### src/rtl/ray_pkg.sv
// rtl/ray_pkg.sv - shared types and constants for the ray direction scanner
package ray_pkg;
  localparam int DEFAULT_COORD_W = 12;

  typedef logic [2:0][DEFAULT_COORD_W-1:0] vec3_t;

  typedef enum logic [1:0] {IDLE, LOAD, RUN, FINISH} scan_state_t;
endpackage

### src/rtl/raster_counter.sv
// rtl/raster_counter.sv - raster-order column/row counter with end-of-row/frame flags
module raster_counter #(
  parameter int H_RES = 640,
  parameter int V_RES = 480,
  parameter int COL_W = (H_RES > 1) ? $clog2(H_RES) : 1,
  parameter int ROW_W = (V_RES > 1) ? $clog2(V_RES) : 1
) (
  input  logic             clk,
  input  logic             rst_n,
  input  logic             clr,
  input  logic             en,
  output logic [COL_W-1:0] col,
  output logic [ROW_W-1:0] row,
  output logic             last_in_row,
  output logic             last_in_frame
);
  logic [COL_W-1:0] col_q, col_d;
  logic [ROW_W-1:0] row_q, row_d;

  assign col           = col_q;
  assign row           = row_q;
  assign last_in_row   = (col_q == COL_W'(H_RES - 1));
  assign last_in_frame = last_in_row && (row_q == ROW_W'(V_RES - 1));

  always_comb begin
    col_d = col_q;
    row_d = row_q;
    if (clr) begin
      col_d = '0;
      row_d = '0;
    end else if (en) begin
      if (last_in_row) begin
        col_d = '0;
        row_d = last_in_frame ? '0 : row_q + ROW_W'(1);
      end else begin
        col_d = col_q + COL_W'(1);
      end
    end
  end

  always_ff @(posedge clk or negedge rst_n) begin
    if (!rst_n) begin
      col_q <= '0;
      row_q <= '0;
    end else begin
      col_q <= col_d;
      row_q <= row_d;
    end
  end
endmodule

### src/rtl/ray_direction_scanner.sv
// rtl/ray_direction_scanner.sv - streams one camera-ray direction vector per pixel in raster order
module ray_direction_scanner
  import ray_pkg::*;
#(
  parameter int COORD_W = DEFAULT_COORD_W,
  parameter int H_RES   = 640,
  parameter int V_RES   = 480,
  parameter int COL_W   = (H_RES > 1) ? $clog2(H_RES) : 1,
  parameter int ROW_W   = (V_RES > 1) ? $clog2(V_RES) : 1
) (
  input  logic                    clk,
  input  logic                    rst_n,
  input  logic                    start,
  input  logic [2:0][COORD_W-1:0] camera_location,
  input  logic [2:0][COORD_W-1:0] beginning_pixel_location,
  input  logic [2:0][COORD_W-1:0] pixels_delta_location,
  output logic                    busy,
  output logic                    done,
  output logic                    vec_valid,
  input  logic                    vec_ready,
  output logic [2:0][COORD_W-1:0] vector,
  output logic [COL_W-1:0]        pixel_col,
  output logic [ROW_W-1:0]        pixel_row,
  output logic                    last_in_row,
  output logic                    last_in_frame
);
  scan_state_t               state_q, state_d;
  logic                      busy_q, busy_d, done_q, done_d, valid_q, valid_d;
  logic [2:0][COORD_W-1:0]   vec_q, vec_d, delta_q, delta_d;
  logic [COL_W-1:0]          col_q, col_d;
  logic [ROW_W-1:0]          row_q, row_d;
  logic                      lir_q, lir_d, lif_q, lif_d;
  logic [COORD_W-1:0]        base0_q, base0_d, base2_q, base2_d;
  logic [COORD_W-1:0]        a0_q, a0_d, a2_q, a2_d, b1_q, b1_d;

  logic                      cnt_clr, cnt_en, load_out;
  logic [COL_W-1:0]          cnt_col;
  logic [ROW_W-1:0]          cnt_row;
  logic                      cnt_lir, cnt_lif;

  // The counter and accumulators always describe the next pixel to be emitted.
  raster_counter #(
    .H_RES (H_RES),
    .V_RES (V_RES),
    .COL_W (COL_W),
    .ROW_W (ROW_W)
  ) u_raster (
    .clk           (clk),
    .rst_n         (rst_n),
    .clr           (cnt_clr),
    .en            (cnt_en),
    .col           (cnt_col),
    .row           (cnt_row),
    .last_in_row   (cnt_lir),
    .last_in_frame (cnt_lif)
  );

  always_comb begin
    state_d  = state_q;
    busy_d   = busy_q;
    done_d   = done_q;
    valid_d  = valid_q;
    vec_d    = vec_q;
    delta_d  = delta_q;
    col_d    = col_q;
    row_d    = row_q;
    lir_d    = lir_q;
    lif_d    = lif_q;
    base0_d  = base0_q;
    base2_d  = base2_q;
    a0_d     = a0_q;
    a2_d     = a2_q;
    b1_d     = b1_q;
    cnt_clr  = 1'b0;
    load_out = 1'b0;

    case (state_q)
      IDLE: if (start) begin
        state_d = LOAD;
        busy_d  = 1'b1;
        cnt_clr = 1'b1;
        delta_d = pixels_delta_location;
        base0_d = camera_location[0] - beginning_pixel_location[0];
        base2_d = camera_location[2] - beginning_pixel_location[2];
        a0_d    = camera_location[0] - beginning_pixel_location[0];
        a2_d    = camera_location[2] - beginning_pixel_location[2];
        b1_d    = camera_location[1] - beginning_pixel_location[1];
      end
      LOAD: begin
        state_d  = RUN;
        valid_d  = 1'b1;
        load_out = 1'b1;
      end
      RUN: begin
        if (valid_q && vec_ready && lif_q) begin
          state_d = FINISH;
          valid_d = 1'b0;
          done_d  = 1'b1;
        end else if (!valid_q || vec_ready) begin
          valid_d  = 1'b1;
          load_out = 1'b1;
        end
      end
      FINISH: begin
        state_d = IDLE;
        done_d  = 1'b0;
        busy_d  = 1'b0;
      end
      default: state_d = IDLE;
    endcase

    if (load_out) begin
      vec_d = {a2_q, b1_q, a0_q};
      col_d = cnt_col;
      row_d = cnt_row;
      lir_d = cnt_lir;
      lif_d = cnt_lif;
      if (cnt_lir) begin
        a0_d = base0_q;
        a2_d = base2_q;
        b1_d = b1_q - delta_q[1];
      end else begin
        a0_d = a0_q - delta_q[0];
        a2_d = a2_q + delta_q[2];
      end
    end
    cnt_en = load_out;
  end

  always_ff @(posedge clk or negedge rst_n) begin
    if (!rst_n) begin
      state_q <= IDLE;
      busy_q  <= 1'b0;
      done_q  <= 1'b0;
      valid_q <= 1'b0;
      vec_q   <= '0;
      delta_q <= '0;
      col_q   <= '0;
      row_q   <= '0;
      lir_q   <= 1'b0;
      lif_q   <= 1'b0;
      base0_q <= '0;
      base2_q <= '0;
      a0_q    <= '0;
      a2_q    <= '0;
      b1_q    <= '0;
    end else begin
      state_q <= state_d;
      busy_q  <= busy_d;
      done_q  <= done_d;
      valid_q <= valid_d;
      vec_q   <= vec_d;
      delta_q <= delta_d;
      col_q   <= col_d;
      row_q   <= row_d;
      lir_q   <= lir_d;
      lif_q   <= lif_d;
      base0_q <= base0_d;
      base2_q <= base2_d;
      a0_q    <= a0_d;
      a2_q    <= a2_d;
      b1_q    <= b1_d;
    end
  end

  assign busy          = busy_q;
  assign done          = done_q;
  assign vec_valid     = valid_q;
  assign vector        = vec_q;
  assign pixel_col     = col_q;
  assign pixel_row     = row_q;
  assign last_in_row   = lir_q;
  assign last_in_frame = lif_q;
endmodule

### config.mk
export PLATFORM = sky130hd
export DESIGN_NAME = ray_direction_scanner
export DESIGN_NICKNAME = d
export VERILOG_FILES = /design/src/rtl/ray_pkg.sv /design/src/rtl/raster_counter.sv /design/src/rtl/ray_direction_scanner.sv
export SDC_FILE = /design/constraint.sdc
export NUM_CORES = 1
export LEC_CHECK = 0
export ABC_AREA = 1
export ABC_CLOCK_PERIOD_IN_PS = 4500
export BUFFER_PORTS_ARGS = -buffer_cell sky130_fd_sc_hd__buf_2
export CAP_MARGIN = 0
export CELL_PAD_IN_SITES_DETAIL_PLACEMENT = 0
export CELL_PAD_IN_SITES_GLOBAL_PLACEMENT = 1
export CORE_MARGIN = 2
export CORE_UTILIZATION = 45
export CTS_CLUSTER_DIAMETER = 100
export DETAILED_ROUTE_END_ITERATION = 10
export GPL_TIMING_DRIVEN = 1
export PLACE_DENSITY = 0.92
export RECOVER_POWER = 25
export SLEW_MARGIN = 20
export SYNTH_ARGS = -nofsm -noshare
export SYNTH_HDL_FRONTEND = slang
export SYNTH_SLANG_ARGS = --single-unit
### constraint.sdc
create_clock -name clk -period 4.5 [get_ports clk]
set_input_delay 0.9 -clock clk [delete_from_list [all_inputs] [get_ports clk]]
set_output_delay 0.9 -clock clk [all_outputs]
set_load 0.05 [all_outputs]
## Yosys cells after proc, flatten, opt, wreduce, memory -nomap -nowiden

Index checks and enable logic that the tools add are counted.

- Register bits after elaboration: 177
- Input port bits: 112
- Output and inout bits: 60
- Word-level logic and storage cells: 91

- Add/sub/neg operators: 8
- Eq/ne operators: 8
- Multiplexer cells: 34
- Reductions and logical operators: 20

Operator list:

| operator | count |
|---|---|
| 12-bit 2-to-1 mux | 12 |
| 12-bit subtractor | 5 |
| 9-bit 2-to-1 mux | 4 |
| 10-bit 2-to-1 mux | 3 |
| 2-bit AND reduction | 7 |
| 2-bit nonzero test | 7 |
| 12-bit adder | 1 |
| 10-bit by 1-bit adder with 10-bit output, second input constant | 1 |
| 10-bit equality test, second input constant | 1 |
| 9-bit by 1-bit adder with 9-bit output, second input constant | 1 |
| 9-bit equality test, second input constant | 1 |
| 1-bit 2-to-1 mux | 8 |
| 1-bit case mux with 2 select lines | 4 |
| 2-bit case mux with 4 select lines | 1 |
| 2-bit equality test, second input constant | 2 |
| 2-bit 2-to-1 mux | 2 |
| 2-bit inequality test, second input constant | 2 |
| 1-bit logical AND | 3 |
| 3-bit inequality test, second input constant | 1 |
| 2-bit by 1-bit equality test with 1-bit output, second input constant | 1 |
| 2-bit logical NOT | 1 |
| 1-bit logical NOT | 1 |
| 1-bit logical OR | 1 |

## Depth between registers and ports, before layout

Gate-level depths: netlist of the first run.

- Depth after elaboration: 7
- Mapped depth: 13
- Gate-level depth less buffers: 13

## Hierarchy

A second synthesis of the first run with hierarchy kept.

- Cells, all modules: 1618
- Area total of the unflattened synthesis: 11457.2 um^2

By module, submodules not included:

| module | times used | cells an instance | area each (um^2) | sequential area each (um^2) |
|---|---|---|---|---|
| ray_direction_scanner | 1 | 1468 | 10326.2 | 3953.8 |
| raster_counter | 1 | 150 | 1131.1 | 475.5 |

## Worst setup path after synthesis of the first run

Ideal clock, no wire load.

- Path kind: input -> register
- Start: in camera_location[0] (netlist bit)
- End: reg a0_q[8]
- Setup time: 116 ps
- Arrival: 2246 ps
- Data required time: 4384 ps
- Slack: 2137 ps
- Stages: 11
- Buffers on the path: 0
- Cell sequence: inv_1 ha_1 fa_1 o21ai_0 nand3_1 nand2_1 nand2_1 nand3_1 nand2_1 nand2_1 nand2_1

- Longest elaborated chain between the ends: 4

Ends and longest elaborated chain:

| element | RTL line | source |
|---|---|---|
| from (decl) | ray_direction_scanner.sv:14 | `input logic [2:0][COORD_W-1:0] camera_location,` |
| 12-bit subtractor | ray_direction_scanner.sv:85 | `a0_d = camera_location[0] - beginning_pixel_location[0];` |
| 12-bit 2-to-1 mux | ray_direction_scanner.sv:78 | `IDLE: if (start) begin` |
| 12-bit 2-to-1 mux | ray_direction_scanner.sv:77 | `case (state_q)` |
| 12-bit 2-to-1 mux | ray_direction_scanner.sv:112 | `if (load_out) begin` |
| to (signal assigned) | ray_direction_scanner.sv:144 | `a0_q <= '0;` |
| to (signal assigned) | ray_direction_scanner.sv:160 | `a0_q <= a0_d;` |
| to (decl) | ray_direction_scanner.sv:34 | `logic [COORD_W-1:0] a0_q, a0_d, a2_q, a2_d, b1_q, b1_d;` |

Every way passes these cells. The select of a mux whose other input is x is not followed.
A chain may end at the register's enable or synchronous reset.

## Worst setup path in the final report of the first run

- Start: reg state_q[0]
- End: reg a2_q[5]

- Longest elaborated chain between the ends: 4
- Elaborated cells on any way between the ends: 8
- Classes of those cells: eq/ne: 2; mux: 2; reduce/logical: 4

Ends and longest elaborated chain:

| element | RTL line | source |
|---|---|---|
| from (decl) | ray_direction_scanner.sv:27 | `scan_state_t state_q, state_d;` |
| from (signal assigned) | ray_direction_scanner.sv:148 | `state_q <= state_d;` |
| 2-bit equality test / 2-bit by 1-bit equality test with 1-bit output (equally long branches) | ray_direction_scanner.sv:77 |  |
| 1-bit case mux with 2 select lines | ray_direction_scanner.sv:77 |  |
| 2-bit nonzero test (no line) | n/a |  |
| 2-bit AND reduction (no line) | n/a |  |
| to (signal assigned) | ray_direction_scanner.sv:145 | `a2_q <= '0;` |
| to (signal assigned) | ray_direction_scanner.sv:161 | `a2_q <= a2_d;` |
| to (decl) | ray_direction_scanner.sv:34 |  |

Parallel ways exist; a longest one is shown, timed or not.

==> results of run 1 <==
## registers in the layout, summed over array words and instances, names as in the netlist
signal,cells
a0_q,12
a2_q,12
b1_q,12
base0_q,12
base2_q,12
busy,1
delta_q,36
done,1
last_in_frame,1
last_in_row,1
pixel_col,10
pixel_row,9
state_q,2
u_raster.col,10
u_raster.row,9
vec_valid,1
vector,36
## worst max-delay path: cells and delay by family, from the launching register on
kind / cells / cell delay (ps)
adders and majority gates: 1 / 190
and+or+nand+nor: 3 / 530
buffers and inverters: 3 / 730
AOI/OAI and AO/OA: 3 / 550
DFF: 1 / 410
## cell type report
| cell class | instances | area [um^2] | area share, % |
|---|---|---|---|
| clock buffer | 18 | 429 | 3.28 |
| inverter | 235 | 882 | 6.73 |
| multi-input combinational | 1160 | 5840 | 44.6 |
| clock inverter | 14 | 175 | 1.34 |
| tap | 330 | 413 | 3.15 |
| sequential | 177 | 4430 | 33.8 |
| timing repair buffer | 180 | 936 | 7.14 |
## cells by family after synthesis
| family | count (synthesis) |
|---|---|
| adder cells (fa/ha/maj) | 78 |
| AO/OA/AOI/OAI | 212 |
| buffers and inverters | 279 |
| flip-flops | 177 |
| AND/OR/NAND/NOR | 845 |
| XOR/XNOR | 25 |
## stage by stage
stage | setup WS (ps) | cells | hold slack [ps] | power, mW
after floorplan | 2140 | 1616 | 449 | 6.87
after global placement | 1610 | 2082 | 461 | 8.10
after detailed placement | 1550 | 2082 | 460 | 8.18
after CTS | 1980 | 2114 | 484 | 9.77
after global routing | 1490 | 2114 | 492 | 10.7
final | 1960 | 2114 | 479 | 9.72
## layout by cell type, fill, tap and decap left out, types with 2 or more instances in the layout
cell	n
a21o_1	2
a21oi_1	67
and2_1	2
buf_2	170
buf_4	8
bufinv_16	3
clkbuf_16	17
clkinv_2	2
clkinvlp_4	3
dfrtp_1	177
fa_1	6
ha_1	72
inv_1	232
inv_2	3
inv_6	5
nand2_1	576
nand2_2	4
nand2_4	2
nand3_1	116
nand3b_1	11
nand4_1	26
nor2_1	95
nor2_4	2
nor3_1	6
o211ai_1	3
o21ai_0	120
o21ai_1	5
o21bai_1	8
o22ai_1	4
or2_2	2
xnor2_1	7
xor2_1	18
## layer usage
metal	vias up	GRT usage, %
met1	4720	33.1
met2	258	34.9
li1	5416	-
met3	32	4.07
met4	0	6.40
met5	-	0
## power by group through the flow
stage	Sequential (mW)	Combinational [mW]	Clock [mW]
finish	2.71	5.47	1.54
CTS	2.71	5.49	1.57
global route	2.79	6.26	1.62
global placement	2.72	5.38	0
detailed placement	2.73	5.45	0
floorplan	3.38	3.49	0
## cell usage after synthesis (7+ instances only)
cell type / n / area share [%]
dfrtp_1: 177 / 39
xnor2_1: 7 / 0.54
inv_1: 233 / 7.7
ha_1: 72 / 7.9
nand3_1: 116 / 5.1
o21bai_1: 8 / 0.53
nand3b_1: 11 / 0.73
o21ai_0: 120 / 5.3
buf_2: 20 / 0.88
nor2_1: 95 / 3.1
nand4_1: 26 / 1.4
xor2_1: 18 / 1.4
nand2_1: 578 / 19
clkbuf_1: 16 / 0.53
a21oi_1: 67 / 3.0
## worst max path at each step
stage                             from         end  cells after the start
global placement             vec_ready     a2_q[5]                     10
finish                      state_q[0]     a2_q[5]                     10
floorplan           camera_location[0]     a0_q[8]                     11
global route                     rst_n  vector[33]                      2
detailed placement           vec_ready     a2_q[5]                     10
CTS                         state_q[0]     a2_q[5]                     10
==> qor.csv, run 1 <==
stage,metric,value,unit
timing,min_period,2540,ps
logic_synthesis,seq_area_frac_synth,39.0,%
drt,drt_wl_total,28800,um
pwr,p_int,4.93,mW
timing,worst_slew_pin_slew,2190,ps
clock_tree,cts_made_buffers,17,
grt,antenna_found_initial,0,
floorplanning,die_w,163,um
floorplanning,io_pins,172,
logic_synthesis,synth_compound_area_share,9.75,%
logic_synthesis,synth.area.mux_share,0,%
status,violations,"capacitance limit, slew limit",
logic_synthesis,synthDistinctLibCells,36,
final_layout,stdcell_area,13100,um^2
logic_synthesis,synth_adder_area_share,9.00,%
pwr,ir_worst_vdd,0.386,mV
pwr,p_sw,4.80,mW
clock_tree,clkTransAtPathRegs,70,ps
drt,vias,10400,
drt,ant_nets,0,
final_layout,post-route-util,52.5,%
logic_synthesis,yosys.area_share.simple,30.7,%
floorplanning,die_h,163,um
final_layout,antenna_cells,0,
drt,wl_per_cell,13.6,um
timing,period_share,56.5,%
drt,drc,0,
timing,fin_worst_skew,10.3,ps
pwr,p_leak,7.39,nW
drt,vias_per_cell,4.93,
grt,grt_max_degree,90,
drt,routed-wl-met2,12300,um
timing,maxSlewHeadroom,-46.0,%
clock_tree,h-tree-depth,4,
min_path,min_to,vector[7],
floorplanning,start_util,45.5,%
setup_path,path_class,reg2reg,
logic_synthesis,yosys_warnings,0,
place,routabilityCongestion,0.904,
clock_tree,cts_hold_buf,0,
setup_path,max_stage_delay,420,ps
logic_synthesis,synth_fp_nets,1806,
logic_synthesis,synthFlopType,dfrtp_1,
setup_path,required,4820,ps
final_layout,nets,1961,
min_path,worstHoldStart,vector[7],
logic_synthesis,synth_cells,1616,
logic_synthesis,syn_avg_cell_area,7.02,um^2
drt,met1_length,14400,um
final_layout,drive_above_1_share,12.7,%
clock_tree,cts_root_buf,clkbuf_16,
clock_tree,clock_path_buffers,2,
clock_tree,postCtsSetupRepairBufs,0,
setup_path,cp_max_fo,53,
floorplanning,rows,58,
drt,met3WireLength,1570,um
pwr,p_per_area,742,nW/um^2
logic_synthesis,synth_top_family_by_area,simple AND/OR/NAND/NOR gates,
clock_tree,clkSinkCount,177,
timing,fin_setup_tns,0,ps
timing,hold_violations,0,
pwr,power_frac_clock,15.8,%
drt,highest_layer,met4,
place,placed_area,12500,um^2
grt,grt_usage,22.8,%
logic_synthesis,synthXorXnorAreaFrac,1.93,%
clock_tree,worstSkewPairLatency,440,ps
setup_path,r2r_end,a2_q[5],
clock_tree,cts_resized,0,
setup_path,end_kind,register,
timing,slew_violations,90,
setup_path,r2r_cells,10,
pwr,p_seq_share,27.9,%
final_layout,n_fill_cell,2510,
final_layout,syn_to_final_growth,15.5,%
grt,grt_pass1_wl,48500,um
setup_path,worstPathCellList,inv_1 -> ha_1 -> nand2_1 -> o21ai_2 -> nand2_4 -> inv_1 -> buf_4 -> o21ai_1 -> o21ai_0 -> nand2_1,
floorplanning,core-area,25000,um^2
status,status,"complete, but fails checks",
logic_synthesis,synth-seq-cells,177,
logic_synthesis,ys_async_sr_fraction,100,%
place,port_buffers,171,
setup_path,crit_path_top_delay_cell,buf_4,
pwr,comb_power_share,56.3,%
min_path,hold_depth,2,
setup_path,startpoint_type,register,
min_path,hp-class,reg2reg,
clock_tree,tritoncts,yes,
grt,grt.overflow.total,0,
place,hpwl,21700,um
run,max_cap_viol_count,1,
timing,timing.fmax,0.393,GHz
logic_synthesis,synth_edf_count,0,
drt,dr.pass1.iters,5,
timing,rsz0062_at_grt,false,
floorplanning,dieArea,26500,um^2
setup_path,r2r_start,state_q[0],
drt,drt_iter0_markers,606,
grt,grt_pass1_vias,9871,
logic_synthesis,syn_area,11300,um^2
timing,finalSetupViolCount,0,
setup_path,ff2ff_setup_slack,1960,ps
pwr,p_sw_share,49.3,%
setup_path,cp.arrival,2860,ps
Note: power is estimated with default switching activity, not from simulation.
==> run 2, diff against run 1 <==
--- a/config.mk
+++ b/config.mk
@@ -6,17 +6,17 @@
 export NUM_CORES = 1
 export LEC_CHECK = 0
 export ABC_AREA = 1
-export ABC_CLOCK_PERIOD_IN_PS = 4500
+export ABC_CLOCK_PERIOD_IN_PS = 2600
 export BUFFER_PORTS_ARGS = -buffer_cell sky130_fd_sc_hd__buf_2
 export CAP_MARGIN = 0
 export CELL_PAD_IN_SITES_DETAIL_PLACEMENT = 0
 export CELL_PAD_IN_SITES_GLOBAL_PLACEMENT = 1
 export CORE_MARGIN = 2
-export CORE_UTILIZATION = 45
+export CORE_UTILIZATION = 42
 export CTS_CLUSTER_DIAMETER = 100
 export DETAILED_ROUTE_END_ITERATION = 10
 export GPL_TIMING_DRIVEN = 1
-export PLACE_DENSITY = 0.92
+export PLACE_DENSITY = 0.87
 export RECOVER_POWER = 25
 export SLEW_MARGIN = 20
 export SYNTH_ARGS = -nofsm -noshare
==> constraint.sdc (replaced) <==
create_clock -name clk -period 2.6 [get_ports clk]
set_input_delay 0.52 -clock clk [delete_from_list [all_inputs] [get_ports clk]]
set_output_delay 0.52 -clock clk [all_outputs]
set_load 0.05 [all_outputs]
==> run 2 against run 1 <==
The run now ends clean. Maximum frequency up 19%. Wire length up 3.7%. Count of clock-buffer cells in the layout stayed put. Register-to-register slack lost 1500 ps. Final area grew 1.5%. Sequential share of layout area is 0.51 points lower. Die area is 7.0% higher. Sequential cell count did not move. Worst setup slack lost 1500 ps. Clock power increased by 88%. First-iteration DRC count increased by 6.6%. Core utilization decreased by 2.7 points. Critical path type unchanged. Critical endpoint is now b1_q[2].
==> qor.csv, run 2 (same netlist as run 1, synthesis figures left out) <==
stage,metric,value,unit,change
status,status,finished clean,,"was complete, but fails checks"
setup_path,startpoint_type,register,,unchanged
pwr,p_sw_share,48.7,%,was 49.3%
drt,wl_per_cell,14.0,um,was 13.6 um
pwr,p_seq_share,27.1,%,was 27.9%
drt,ant_nets,0,,unchanged
clock_tree,tritoncts,yes,,unchanged
setup_path,critPathLaunch,state_q[0],,unchanged
floorplanning,core-area,26700,um^2,was 25000 um^2
pwr,p_per_area,1300,nW/um^2,was 742 nW/um^2
clock_tree,worstSkewPairLatency,440,ps,about the same
timing,maxSlewHeadroom,2.93,%,was -46.0%
floorplanning,io_pins,172,,unchanged
timing,slew_violations,0,,was 90
clock_tree,cts_made_buffers,17,,unchanged
setup_path,worstPathCellList,inv_1 -> ha_1 -> nand2_1 -> o21ai_2 -> nand2_4 -> inv_1 -> buf_4 -> nand4_1 -> o21ai_0,,was inv_1 -> ha_1 -> nand2_1 -> o21ai_2 -> nand2_4 -> inv_1 -> buf_4 -> o21ai_1 -> o21ai_0 -> nand2_1
floorplanning,rows,60,,was 58
clock_tree,h-tree-depth,4,,unchanged
pwr,p_leak,7.50,nW,was 7.39 nW
clock_tree,cts_hold_buf,0,,unchanged
pwr,comb_power_share,56.1,%,was 56.3%
timing,worst_slew_pin_slew,1460,ps,was 2190 ps
final_layout,nets,1976,,was 1961
timing,timing.fmax,0.469,GHz,was 0.393 GHz
final_layout,antenna_cells,0,,unchanged
drt,vias,10500,,was 10400
pwr,power_frac_clock,16.8,%,was 15.8%
place,port_buffers,171,,unchanged
setup_path,endpoint,b1_q[2],,was a2_q[5]
grt,grt.overflow.total,0,,unchanged
clock_tree,clkTransAtPathRegs,70,ps,about the same
timing,period_share,82.0,%,was 56.5%
min_path,worstHoldStart,pixels_delta_location[33],,was vector[7]
setup_path,cp_max_fo,14,,was 53
final_layout,layout_common_cells,"nand2_1, inv_1, dfrtp_1",,unchanged
clock_tree,cts_resized,0,,unchanged
setup_path,path_class,reg2reg,,unchanged
grt,grt_pass1_wl,50000,um,was 48500 um
drt,drt_iter0_markers,646,,was 606
pwr,ir_worst_vdd,0.583,mV,was 0.386 mV
timing,rsz0062_at_grt,false,,unchanged
pwr,p_int,8.84,mW,was 4.93 mW
final_layout,syn_to_final_growth,17.2,%,was 15.5%
final_layout,multi_input_area,5840,um^2,unchanged
setup_path,r2r_end,b1_q[2],,was a2_q[5]
floorplanning,dieArea,28400,um^2,was 26500 um^2
drt,vias_per_cell,4.91,,was 4.93
setup_path,ff2ff_setup_slack,470,ps,was 1960 ps
timing,fin_setup_tns,0,ps,unchanged
pwr,power,17.2,mW,was 9.72 mW
drt,drc,0,,unchanged
grt,grt_pass1_vias,10000,,was 9871
grt,grt_max_degree,55,,was 90
setup_path,max_stage_delay,410,ps,was 420 ps
setup_path,end_kind,register,,unchanged
final_layout,drive_above_1_share,13.4,%,was 12.7%
clock_tree,postCtsSetupRepairBufs,0,,unchanged
setup_path,r2r_start,state_q[0],,unchanged
pwr,p_sw,8.40,mW,was 4.80 mW
setup_path,cp.arrival,2470,ps,was 2860 ps
clock_tree,clock_path_buffers,2,,unchanged
clock_tree,clkSinkCount,177,,unchanged
final_layout,regArea,4430,um^2,unchanged
floorplanning,start_util,42.5,%,was 45.5%
final_layout,final_common_cell,nand2_1,,unchanged
setup_path,required,2940,ps,was 4820 ps
setup_path,crit_path_top_delay_cell,dfrtp_1,,was buf_4
grt,antenna_found_initial,0,,unchanged
setup_path,r2r_cells,9,,was 10
timing,hold_violations,0,,unchanged
timing,fin_worst_skew,15.5,ps,was 10.3 ps
setup_path,crit_top_cell,inv_1,,
timing,finalSetupViolCount,0,,unchanged
grt,grt_usage,21.8,%,was 22.8%
run,max_cap_viol_count,0,,was 1
timing,min_period,2130,ps,was 2540 ps
final_layout,n_fill_cell,2783,,was 2510
min_path,hp-class,in2reg,,was reg2reg
drt,dr.pass1.iters,5,,unchanged
place,routabilityCongestion,0.898,,was 0.904
place,hpwl,23000,um,was 21700 um
clock_tree,cts_root_buf,clkbuf_16,,unchanged
floorplanning,die_h,168,um,was 163 um
floorplanning,die_w,168,um,was 163 um
drt,drt_wl_total,29900,um,was 28800 um
-- run 2: cell count changes in the layout (fill, tap and decap cells not counted) --
cell / change
buf_4: +12
buf_12: +2
bufinv_16: +2
clkinvlp_4: -2
inv_8: +2
clkbuf_8: +1
clkinv_2: -1
clkinv_4: -1
inv_6: -1
-- run 2: layout make-up --
type                            count  share of cell area (%)
Sequential cell                   177                    33.3
Clock buffer                       18                    3.30
Timing Repair Buffer              195                    8.04
Multi-Input combinational cell   1160                    43.9
Clock inverter                     13                    1.65
Tap cell                          341                    3.21
Inverter                          235                    6.63
-- run 2: power by group through the flow --
stage | Clock (mW) | Sequential (mW) | Combinational, mW
after floorplan | 0 | 5.85 | 6.03
after global placement | 0 | 4.68 | 9.57
after detailed placement | 0 | 4.72 | 9.65
after CTS | 2.94 | 4.67 | 9.72
after global routing | 3.05 | 4.81 | 11.1
final | 2.90 | 4.67 | 9.68
-- run 2: routing by layer --
metal	track usage (%)	up-vias	routed length (um)
li1	-	5440	-
met1	32.0	4792	15100
met2	32.9	246	12700
met3	4.02	34	1540
met4	5.92	0	559
met5	0	-	0
-- run 2: critical path, delay by kind of cell, from the launching register on --
family	cells	cell delay, ps
fa+ha+maj	1	180
flops	1	410
compound gates	2	500
simple gates	3	500
buf+inv	3	450
-- run 2: worst min-delay path by stage --
stage | to | slack, ps | cells past startpoint
floorplan | a0_q[0] | 220 | 0
global placement | vector[23] | 460 | 2
detailed placement | vector[23] | 460 | 2
CTS | pixel_row[5] | 50 | 1
global route | delta_q[30] | 300 | 3
finish | delta_q[33] | 280 | 3
-- run 2: stage by stage --
stage	util, %	cell area (um^2)	setup slack, ps	hold slack (ps)	instances
4_1_cts	49.8	13300	421	53.9	2139
3_5_place_dp	47.4	12700	306	461	2108
2_1_floorplan	-	11300	617	224	1616
5_1_grt	49.8	13300	144	296	2139
6_report	49.8	13300	469	280	2139
3_3_place_gp	47.4	12700	364	460	2108
